<file path="src/rtl/uart_voice_pkg.sv">
// Shared definitions for the voice-synthesis frame sender.
//   FRAME_HDR  : first byte of every frame
//   HDR_BYTES  : fixed header bytes ahead of the payload (FD, len_hi, len_lo, CMD, PARAM)
//   state_t    : frame sequencer FSM states
//   frame_len  : total bytes on the wire for a payload length
package uart_voice_pkg;

  localparam logic [7:0]  FRAME_HDR = 8'hFD;
  localparam int unsigned HDR_BYTES = 5;

  typedef enum logic [2:0] {
    IDLE,
    LOAD,
    FETCH,
    SEND,
    WAIT
  } state_t;

  function automatic logic [15:0] frame_len(input logic [15:0] len, input logic xor_en);
    frame_len = 16'(HDR_BYTES) + len + {15'd0, xor_en};
  endfunction

endpackage

</file>
<file path="src/rtl/msg_req_fifo.sv">
// Pending message-ID queue.
//   clk, rstn : clock, asynchronous active-low reset
//   push      : write push_id (caller guarantees !full or a same-cycle pop)
//   pop       : discard head (caller guarantees !empty)
//   head      : oldest queued ID
//   full/empty: occupancy flags
// QDEPTH must be a power of 2, at least 2.
module msg_req_fifo #(
  parameter int unsigned ID_W   = 2,
  parameter int unsigned QDEPTH = 4
) (
  input  logic            clk,
  input  logic            rstn,
  input  logic            push,
  input  logic [ID_W-1:0] push_id,
  input  logic            pop,
  output logic [ID_W-1:0] head,
  output logic            full,
  output logic            empty
);

  localparam int unsigned PW = $clog2(QDEPTH);

  logic [ID_W-1:0] mem [QDEPTH];
  logic [PW:0]     wr_ptr;
  logic [PW:0]     rd_ptr;

  // Pointers carry one wrap bit so full and empty are distinguishable.
  assign empty = (wr_ptr == rd_ptr);
  assign full  = (wr_ptr[PW] != rd_ptr[PW]) && (wr_ptr[PW-1:0] == rd_ptr[PW-1:0]);
  assign head  = mem[rd_ptr[PW-1:0]];

  always_ff @(posedge clk or negedge rstn) begin
    if (!rstn) begin
      wr_ptr <= '0;
      rd_ptr <= '0;
    end else begin
      if (push) wr_ptr <= wr_ptr + 1'b1;
      if (pop)  rd_ptr <= rd_ptr + 1'b1;
    end
  end

  // When full, a push lands in the slot being popped; head is read before the edge.
  always_ff @(posedge clk) begin
    if (push) mem[wr_ptr[PW-1:0]] <= push_id;
  end

endmodule

</file>
<file path="src/rtl/uart_frame_sequencer.sv">
// Queued, table-driven frame sender for the serial voice-synthesis module.
// Frame: FD, len_hi, len_lo, CMD_BYTE, PARAM_BYTE, payload from ROM
// [, XOR of all previous bytes when FRAME_XOR_EN is defined].
// Ports:
//   clk, rstn            : clock, asynchronous active-low reset
//   req[N_MSG]           : play-request pulses (lowest index wins)
//   req_drop             : 1-cycle pulse when a request is discarded
//   busy                 : frame in progress or queue non-empty
//   desc_id              : ID whose descriptor is being loaded
//   desc_base, desc_len  : payload descriptor for desc_id (combinational)
//   rom_addr, rom_data   : payload ROM, data valid 1 cycle after address
//   SendEn/SendData      : byte strobe to the UART TX
//   SendDone             : UART TX finished the byte
// Build option: FRAME_XOR_EN appends a checksum byte.
module uart_frame_sequencer
  import uart_voice_pkg::*;
#(
  parameter int unsigned N_MSG      = 4,
  parameter int unsigned ID_W       = 2,
  parameter int unsigned ADDR_W     = 8,
  parameter int unsigned LEN_W      = 8,
  parameter int unsigned QDEPTH     = 4,
  parameter logic [7:0]  CMD_BYTE   = 8'h01,
  parameter logic [7:0]  PARAM_BYTE = 8'h01,
  parameter bit          BOOT_REQ   = 1'b1,
  parameter int unsigned BOOT_ID    = 0
) (
  input  logic              clk,
  input  logic              rstn,
  input  logic [N_MSG-1:0]  req,
  output logic              req_drop,
  output logic              busy,
  output logic [ID_W-1:0]   desc_id,
  input  logic [ADDR_W-1:0] desc_base,
  input  logic [LEN_W-1:0]  desc_len,
  output logic [ADDR_W-1:0] rom_addr,
  input  logic [7:0]        rom_data,
  output logic              SendEn,
  output logic [7:0]        SendData,
  input  logic              SendDone
);

`ifdef FRAME_XOR_EN
  localparam logic XOR_EN = 1'b1;
`else
  localparam logic XOR_EN = 1'b0;
`endif

  state_t            state, state_n;
  logic [15:0]       idx;
  logic [15:0]       total_q;
  logic [15:0]       len_field;
  logic [ADDR_W-1:0] base_q;
  logic [7:0]        data_q;
  logic [7:0]        byte_sel;
  logic              boot_pend;
  logic              busy_q;
  logic              drop_q;
`ifdef FRAME_XOR_EN
  logic [7:0]        xor_q;
`endif

  // Request decode and queue admission
  logic            any_req, multi_req;
  logic [ID_W-1:0] req_id;
  logic            want_push, accept, push, pop, drop;
  logic [ID_W-1:0] push_id, head;
  logic            full, empty;

  always_comb begin
    req_id    = '0;
    any_req   = 1'b0;
    multi_req = 1'b0;
    for (int unsigned i = 0; i < N_MSG; i++) begin
      if (req[i]) begin
        if (any_req) multi_req = 1'b1;
        else         req_id    = ID_W'(i);
        any_req = 1'b1;
      end
    end
  end

  // Boot request occupies the push slot on its cycle; any req alongside it is dropped.
  always_comb begin
    want_push = boot_pend | any_req;
    push_id   = boot_pend ? ID_W'(BOOT_ID) : req_id;
    accept    = !full || pop;
    push      = want_push && accept;
    drop      = (want_push && !accept) || (boot_pend && any_req) || multi_req;
  end

  msg_req_fifo #(
    .ID_W   (ID_W),
    .QDEPTH (QDEPTH)
  ) u_fifo (
    .clk     (clk),
    .rstn    (rstn),
    .push    (push),
    .push_id (push_id),
    .pop     (pop),
    .head    (head),
    .full    (full),
    .empty   (empty)
  );

  // Byte mux
  assign len_field = total_q - 16'd3;

  always_comb begin
    byte_sel = rom_data;
    if      (idx == 16'd0) byte_sel = FRAME_HDR;
    else if (idx == 16'd1) byte_sel = len_field[15:8];
    else if (idx == 16'd2) byte_sel = len_field[7:0];
    else if (idx == 16'd3) byte_sel = CMD_BYTE;
    else if (idx == 16'd4) byte_sel = PARAM_BYTE;
`ifdef FRAME_XOR_EN
    else if (idx == total_q - 16'd1) byte_sel = xor_q;
`endif
  end

  assign rom_addr = (idx >= 16'(HDR_BYTES)) ? base_q + ADDR_W'(idx - 16'(HDR_BYTES)) : '0;
  assign SendEn   = (state == SEND);
  // Live mux while strobing, then the registered copy holds until the next SEND.
  assign SendData = (state == SEND) ? byte_sel : data_q;
  assign busy     = busy_q;
  assign req_drop = drop_q;

  // FSM
  always_comb begin
    state_n = state;
    pop     = 1'b0;
    unique case (state)
      IDLE: begin
        if (!empty) begin
          pop     = 1'b1;
          state_n = LOAD;
        end
      end
      LOAD:  state_n = FETCH;
      FETCH: state_n = SEND;
      SEND:  state_n = WAIT;
      WAIT: begin
        if (SendDone) state_n = (idx + 16'd1 == total_q) ? IDLE : FETCH;
      end
      default: state_n = IDLE;
    endcase
  end

  always_ff @(posedge clk or negedge rstn) begin
    if (!rstn) state <= IDLE;
    else       state <= state_n;
  end

  always_ff @(posedge clk or negedge rstn) begin
    if (!rstn) begin
      boot_pend <= BOOT_REQ;
      desc_id   <= '0;
      base_q    <= '0;
      total_q   <= '0;
      idx       <= '0;
      data_q    <= '0;
      busy_q    <= 1'b0;
      drop_q    <= 1'b0;
`ifdef FRAME_XOR_EN
      xor_q     <= '0;
`endif
    end else begin
      boot_pend <= 1'b0;
      busy_q    <= (state != IDLE) || !empty;
      drop_q    <= drop;
      if (pop) desc_id <= head;
      if (state == LOAD) begin
        base_q  <= desc_base;
        total_q <= frame_len(16'(desc_len), XOR_EN);
        idx     <= '0;
`ifdef FRAME_XOR_EN
        xor_q   <= '0;
`endif
      end
      if (state == SEND) begin
        data_q <= byte_sel;
`ifdef FRAME_XOR_EN
        xor_q  <= xor_q ^ byte_sel;
`endif
      end
      if (state == WAIT && SendDone) idx <= idx + 16'd1;
    end
  end

endmodule
</file>
<file path="config.mk">
export PLATFORM = sky130hd
export DESIGN_NAME = uart_frame_sequencer
export DESIGN_NICKNAME = d
export VERILOG_FILES = /design/src/rtl/uart_voice_pkg.sv /design/src/rtl/msg_req_fifo.sv /design/src/rtl/uart_frame_sequencer.sv
export SDC_FILE = /design/constraint.sdc
export NUM_CORES = 1
export LEC_CHECK = 0
export BUFFER_PORTS_ARGS = -buffer_cell sky130_fd_sc_hd__buf_2
export CAP_MARGIN = 10
export CORE_ASPECT_RATIO = 1.75
export CORE_MARGIN = 3
export CORE_UTILIZATION = 55
export DETAILED_ROUTE_END_ITERATION = 8
export PLACE_DENSITY = 0.8
export REMOVE_ABC_BUFFERS = 1
export SYNTH_ARGS = -nofsm -noshare
export SYNTH_HDL_FRONTEND = slang
export SYNTH_HIERARCHICAL = 1
export SYNTH_SLANG_ARGS = --single-unit
</file>
<file path="constraint.sdc">
create_clock -name clk -period 5.03 [get_ports clk]
set_clock_uncertainty 0.2 [all_clocks]
set_input_delay 1.006 -clock clk [delete_from_list [all_inputs] [get_ports clk]]
set_output_delay 1.006 -clock clk [all_outputs]
set_load 0.005 [all_outputs]
</file>
==> flow_metrics.env, run 1 <==
export IMPL_cts_hold_buf=0
export IMPL_post_route_min_period_ns=4.096
export IMPL_path_cells="inv_1 -> ha_1 -> inv_1 -> ha_1 -> inv_1 -> fa_1 -> nor2b_1 -> o21ai_0 -> a21boi_0 -> o21ai_0 -> nand3_1 -> nor3b_1 -> buf_2"
export IMPL_cp_top_family="adder cells"
export IMPL_leakage_uw=0.002006
export IMPL_io_buffers=51
export IMPL_grt_pass1_vias=3243
export IMPL_path_clk_slew_ns=0.05
export IMPL_overflow=0
export IMPL_grt_max_degree=33
export IMPL_path_max_fanout=6
export IMPL_die_h_microns=118.3
export IMPL_slowest_stage="dfrtp_1"
export IMPL_ios=52
export IMPL_seq_area_sq_um=1618
export IMPL_fmax_ghz=0.2442
export IMPL_crit_buf_inv=4
export IMPL_ys_seq_area_share_pct=40.84
export IMPL_cts_root_buf="clkbuf_16"
export IMPL_wire_per_inst_microns=15.52
export IMPL_maxSlewViolCount=0
export IMPL_cts_buffers=9
export IMPL_fillCellCount=565
export IMPL_antenna_found_initial=0
export IMPL_first_pass_iters=6
export IMPL_ant_nets=0
export IMPL_startpoint_type="flip-flop"
export IMPL_max_cap_violations=0
export IMPL_synth_warnings=6
export IMPL_grt_pass1_wl_mm=14.83
export IMPL_syn_area_per_cell_sq_um=9.086
export IMPL_cts_resized=0
export IMPL_setup_violations_final=0
export IMPL_num_vias=3262
export IMPL_cts_buffer_depth=2
export IMPL_drcViolationCount=0
export IMPL_vias_per_cell=5.733
export IMPL_yosys_area_top_type="dfrtp_1"
export IMPL_tightestPinTransition_ns=0.9947
export IMPL_critPathKind="flip-flop to output port"
export IMPL_crit_top_cell="inv_1"
export IMPL_synth_seq_cells=63
export IMPL_layout_common_cells="54 x dfrtp_1, 51 x nand2_1, 51 x buf_2"
export IMPL_cts_tree="built"
export IMPL_final_common_cell="dfrtp_1"
export IMPL_slew_limit_headroom_pct=33.44
export IMPL_status="finished, final reports clean"
export IMPL_dpl_hpwl_mm=6.478
export IMPL_synth_area_sq_um=3961
export IMPL_die_w_microns=70.16
export IMPL_fin_nets=536
export IMPL_post_cts_setup_buffer_count=0
export IMPL_worstPathArrival_ns=2.89
export IMPL_synth_distinct_cells=53
export IMPL_layout_drive_gt1_share_pct=16.70
export IMPL_synth_edf_count=8
export IMPL_area_delta_synth_final_pct=14.15
export IMPL_min_path_type="flip-flop to flip-flop"
export IMPL_dieArea_sq_um=8297
export IMPL_yosys_area_top_type_share_pct=34.11
export IMPL_cts_sinks=63
export IMPL_synth_top_flop_cell="dfrtp_1"
export IMPL_power_density_nw_per_um2=537.4
export IMPL_fin_crit_sh_pct=81.42
export IMPL_clock_latency_ns=0.33
export IMPL_required_ns=3.82
export IMPL_core_area_sq_um=6907
export IMPL_rsz0062_at_grt="false"
export IMPL_synthArstFlopShare_pct=87.30
export IMPL_endpoint_kind="output port"
export IMPL_drt_iter0_drc=220
export IMPL_start_util_pct=57.36
export IMPL_finalWirelength_mm=8.833
export IMPL_final_hold_viol_count=0
export IMPL_multi_input_area_sq_um=2138
export IMPL_rows=40
export IMPL_synth_area_leaders="dfrtp_1 34%, ha_1 7.6%, edfxtp_1 6.1%, o21ai_0 5.4%, xnor2_1 5.1%"
export IMPL_postPlaceCellArea_sq_um=4255
export IMPL_routabilityCongestion=0.9233
export IMPL_final_cell_area_sq_um=4522
export IMPL_htreeDepth=3
export IMPL_cpPeakStageDelay_ns=0.41
export IMPL_final_util_pct=65.47
export IMPL_fin_tns_setup_ns=0
export IMPL_grt_total_usage_pct=22.55
export IMPL_synth_cells=436
export IMPL_antenna_cells=0
export IMPL_peakVddDrop_mv=0.3808
## kinds of logic after synthesis
family          count (synthesis)  share of synthesized area [%]
other cells                     1                        0.09467
compound gates                 94                          14.78
simple gates                  153                          19.52
flops                          63                          40.84
buf+inv                        53                          5.180
fa+ha+maj                      26                          8.339
xor+xnor                       41                          9.065
mux                             5                          2.179
## metrics by stage
stage	std cells	hold WS [ns]	power, uW	worst slack (ns)
6_report	569	0.2933	2430	0.9344
5_1_grt	569	0.3091	2630	0.5795
4_1_cts	569	0.2970	2449	0.8998
3_5_place_dp	553	0.2866	1883	1.256
3_3_place_gp	553	0.2786	1837	1.463
2_1_floorplan	416	0.2497	1587	1.604
## layout make-up
cell class                 instances  area share [%]
clock buffer                      10           5.064
clock inverter                     6          0.8301
inverter                          33           2.739
multi-input combinational        320           47.29
sequential                        63           35.78
tap                               84           2.324
timing repair buffer              53           5.977
## state kept, by name, summed over array words and instances (netlist names)
name	flops
u_fifo/mem	8
busy	1
u_fifo/rd_ptr	3
base_q	8
total_q	9
boot_pend	1
u_fifo/wr_ptr	3
data_q	8
req_drop	1
desc_id	2
state	3
idx	16
## final timing paths
| check | end | cells past startpoint | startpoint | slack, ns |
|---|---|---|---|---|
| setup / recovery | rom_addr[7] | 13 | idx[1] | 0.93 |
| hold / removal | u_fifo/rd_ptr[2] | 1 | u_fifo/rd_ptr[2] | 0.29 |
| setup reg to reg | u_fifo/mem[3][0] | 6 | u_fifo/rd_ptr[0] | 2.37 |
| hold reg to reg | u_fifo/rd_ptr[2] | 1 | u_fifo/rd_ptr[2] | 0.29 |
| max in group asynchronous | boot_pend | 2 | rstn | 3.31 |
| min in group asynchronous | base_q[5] | 1 | rstn | 0.46 |
## layer usage
metal  wire, microns  vias to the layer above  share of wire, %  track usage [%]
li1                -                     1603                 -                -
met1            3498                     1577                40            24.22
met2            4824                       64                55            40.94
met3             301                       18               3.4            5.532
met4             208                        0               2.4            9.832
met5               0                        -                 0                0
## cell usage after synthesis (8+ instances only)
master	instances
a21oi_1	17
ha_1	24
nor2_1	33
nand2_1	51
clkbuf_1	16
nor3_1	11
nand3_1	8
xor2_1	18
and2_1	8
edfxtp_1	8
inv_1	32
xnor2_1	23
o21ai_0	43
dfrtp_1	54
## where the power goes
| part | internal [uW] | switching (uW) | total (uW) |
|---|---|---|---|
| registers | 691 | 171 | 862 |
| logic | 454 | 564 | 1020 |
| clock network | 330 | 220 | 550 |
Note: power is estimated with default switching activity, not from simulation.
==> inputs of run 2 (changes only) <==
- CORE_UTILIZATION: 55 -> 53
- clock period: 5.03 -> 3.6 ns (I/O delays scaled with it)
==> flow_metrics.env, run 2 (synthesis results as in run 1) <==
export IMPL_holdPathEnd="u_fifo/wr_ptr[2]"
export IMPL_finalWorstSetupSlack_ns=0.1222
export IMPL_peakVddDrop_mv=0.4365
export IMPL_dpl_hpwl_mm=6.368
export IMPL_largest_register="idx"
export IMPL_routabilityCongestion=0.8729
export IMPL_combPwrFrac_pct=42.7
export IMPL_first_pass_iters=4
export IMPL_rsz0062_at_grt="true"
export IMPL_cts_buffer_depth=2
export IMPL_rows=41
export IMPL_ios=52
export IMPL_fin_nets=542
export IMPL_fmax_ghz=0.2875
export IMPL_tightestPinTransition_ns=0.9798
export IMPL_required_ns=2.68
export IMPL_cpPeakStageDelay_ns=0.36
export IMPL_wire_per_inst_microns=14.93
export IMPL_vias_per_cell=5.633
export IMPL_grt_pass1_vias=3190
export IMPL_use_met1_pct=22.94
export IMPL_grt_max_degree=45
export IMPL_final_hold_viol_count=0
export IMPL_power_switching_uw=1376
export IMPL_worstPathArrival_ns=2.56
export IMPL_drcViolationCount=0
export IMPL_num_vias=3250
export IMPL_antenna_cells=0
export IMPL_path_cells="inv_2 -> ha_1 -> inv_1 -> ha_1 -> inv_1 -> fa_2 -> nor2b_2 -> o21ai_0 -> a21boi_1 -> o21ai_1 -> nand3_1 -> nor3b_2 -> buf_2"
export IMPL_leakage_uw=0.002049
export IMPL_min_path_type="flip-flop to flip-flop"
export IMPL_start_util_pct=54.77
export IMPL_area_delta_synth_final_pct=16.08
export IMPL_clock_latency_ns=0.33
export IMPL_power_density_nw_per_um2=755.6
export IMPL_critPathKind="flip-flop to output port"
export IMPL_antenna_found_initial=0
export IMPL_grtUsageMet3_pct=5.324
export IMPL_startpoint_type="flip-flop"
export IMPL_cts_root_buf="clkbuf_16"
export IMPL_io_buffers=51
export IMPL_p_sw_share_pct=39.59
export IMPL_top_regs="idx x16, total_q x9"
export IMPL_layout_common_cells="53 x dfrtp_1, 51 x nand2_1, 51 x buf_2"
export IMPL_core_area_sq_um=7233
export IMPL_grt_total_usage_pct=20.95
export IMPL_fin_tns_setup_ns=0
export IMPL_maxSlewViolCount=0
export IMPL_slew_limit_headroom_pct=34.68
export IMPL_max_cap_violations=0
export IMPL_die_h_microns=120.4
export IMPL_finalWirelength_mm=8.612
export IMPL_intPower_uw=2099
export IMPL_overflow=0
export IMPL_status="finished, final reports clean"
export IMPL_seqPwrFrac_pct=34.6
export IMPL_clock_power_share_pct=22.7
export IMPL_dieArea_sq_um=8588
export IMPL_postPlaceCellArea_sq_um=4295
export IMPL_final_cell_area_sq_um=4598
export IMPL_htreeDepth=3
export IMPL_cts_hold_buf=0
export IMPL_fin_crit_sh_pct=96.61
export IMPL_rr_endpoint="u_fifo/mem[3][1]"
export IMPL_grtUsageMet2_pct=37.67
export IMPL_post_route_min_period_ns=3.478
export IMPL_ff2ff_path_depth=6
export IMPL_drt_iter0_drc=211
export IMPL_grt_pass1_wl_mm=14.21
export IMPL_ant_nets=0
export IMPL_largest_register_ffs=16
export IMPL_path_max_fanout=4
export IMPL_setup_violations_final=0
export IMPL_cts_tree="built"
export IMPL_timing_rr_start="u_fifo/rd_ptr[0]"
export IMPL_hold_path_cell_count=1
export IMPL_die_w_microns=71.35
export IMPL_cts_buffers=9
export IMPL_place_ws_ns=0.2153
export IMPL_top_usage_layer="met2"
export IMPL_path_clk_slew_ns=0.06
export IMPL_slowest_stage="dfrtp_1"
export IMPL_layout_drive_gt1_share_pct=19.55
export IMPL_cts_sinks=63
export IMPL_min_from="u_fifo/wr_ptr[2]"
export IMPL_final_common_cell="dfrtp_1"
export IMPL_fillCellCount=556
export IMPL_ff2ff_setup_slack_ns=0.83
export IMPL_endpoint_kind="output port"
-- run 2: metal layers --
layer / wire length (microns) / share of wire, %
met1: 3423 / 40
met2: 4644 / 54
met3: 329 / 3.8
met4: 214 / 2.5
met5: 0 / 0
-- run 2: power groups by stage --
stage          clock [uW]  sequential, uW  combinational (uW)
2_1_floorplan           0            1150                1070
5_1_grt               829            1230                1690
6_report              789            1200                1480
4_1_cts               799            1200                1470
3_5_place_dp            0            1210                1440
3_3_place_gp            0            1190                1380
-- run 2: through the flow --
stage / util (%) / total power, uW / instances / hold WS (ns)
6_report: 63.57 / 3474 / 577 / 0.2983
4_1_cts: 63.28 / 3466 / 577 / 0.3017
3_3_place_gp: 59.38 / 2575 / 560 / 0.2772
2_1_floorplan: - / 2218 / 416 / 0.2244
3_5_place_dp: 59.38 / 2651 / 560 / 0.2905
5_1_grt: 63.57 / 3753 / 577 / 0.3112
-- run 2: cell type report --
type | count | area, sq um | area share (%)
Clock buffer | 9 | 225.2 | 4.898
Clock inverter | 7 | 48.80 | 1.061
Inverter | 33 | 123.9 | 2.694
Multi-Input combinational cell | 320 | 2158 | 46.94
Sequential cell | 63 | 1619 | 35.21
Tap cell | 86 | 107.6 | 2.340
Timing Repair Buffer | 59 | 315.3 | 6.857
-- run 2: worst max-delay path, delay by kind of cell, from the launching register on --
| kind | cells | cell delay [ns] |
|---|---|---|
| fa+ha+maj | 3 | 0.78 |
| compound gates | 3 | 0.42 |
| simple gates | 3 | 0.37 |
| flops | 1 | 0.36 |
| buf+inv | 4 | 0.30 |
-- run 2: timing repair --
action                                  CTS  global route
pin swaps                                 1             2
endpoints found under the setup margin    1             2
resized for setup                         1             8
buffers inserted                          1             0
-- run 2: how the worst max path moves through the flow --
stage	startpoint	end	slack, ns	depth (start not counted)
3_3_place_gp	idx[1]	rom_addr[7]	0.26	13
4_1_cts	idx[1]	rom_addr[7]	0.005	13
6_report	idx[1]	rom_addr[7]	0.12	13
2_1_floorplan	idx[1]	rom_addr[7]	0.46	12
3_5_place_dp	idx[1]	rom_addr[7]	0.22	13
5_1_grt	total_q[0]	SendData[0]	-0.05	7
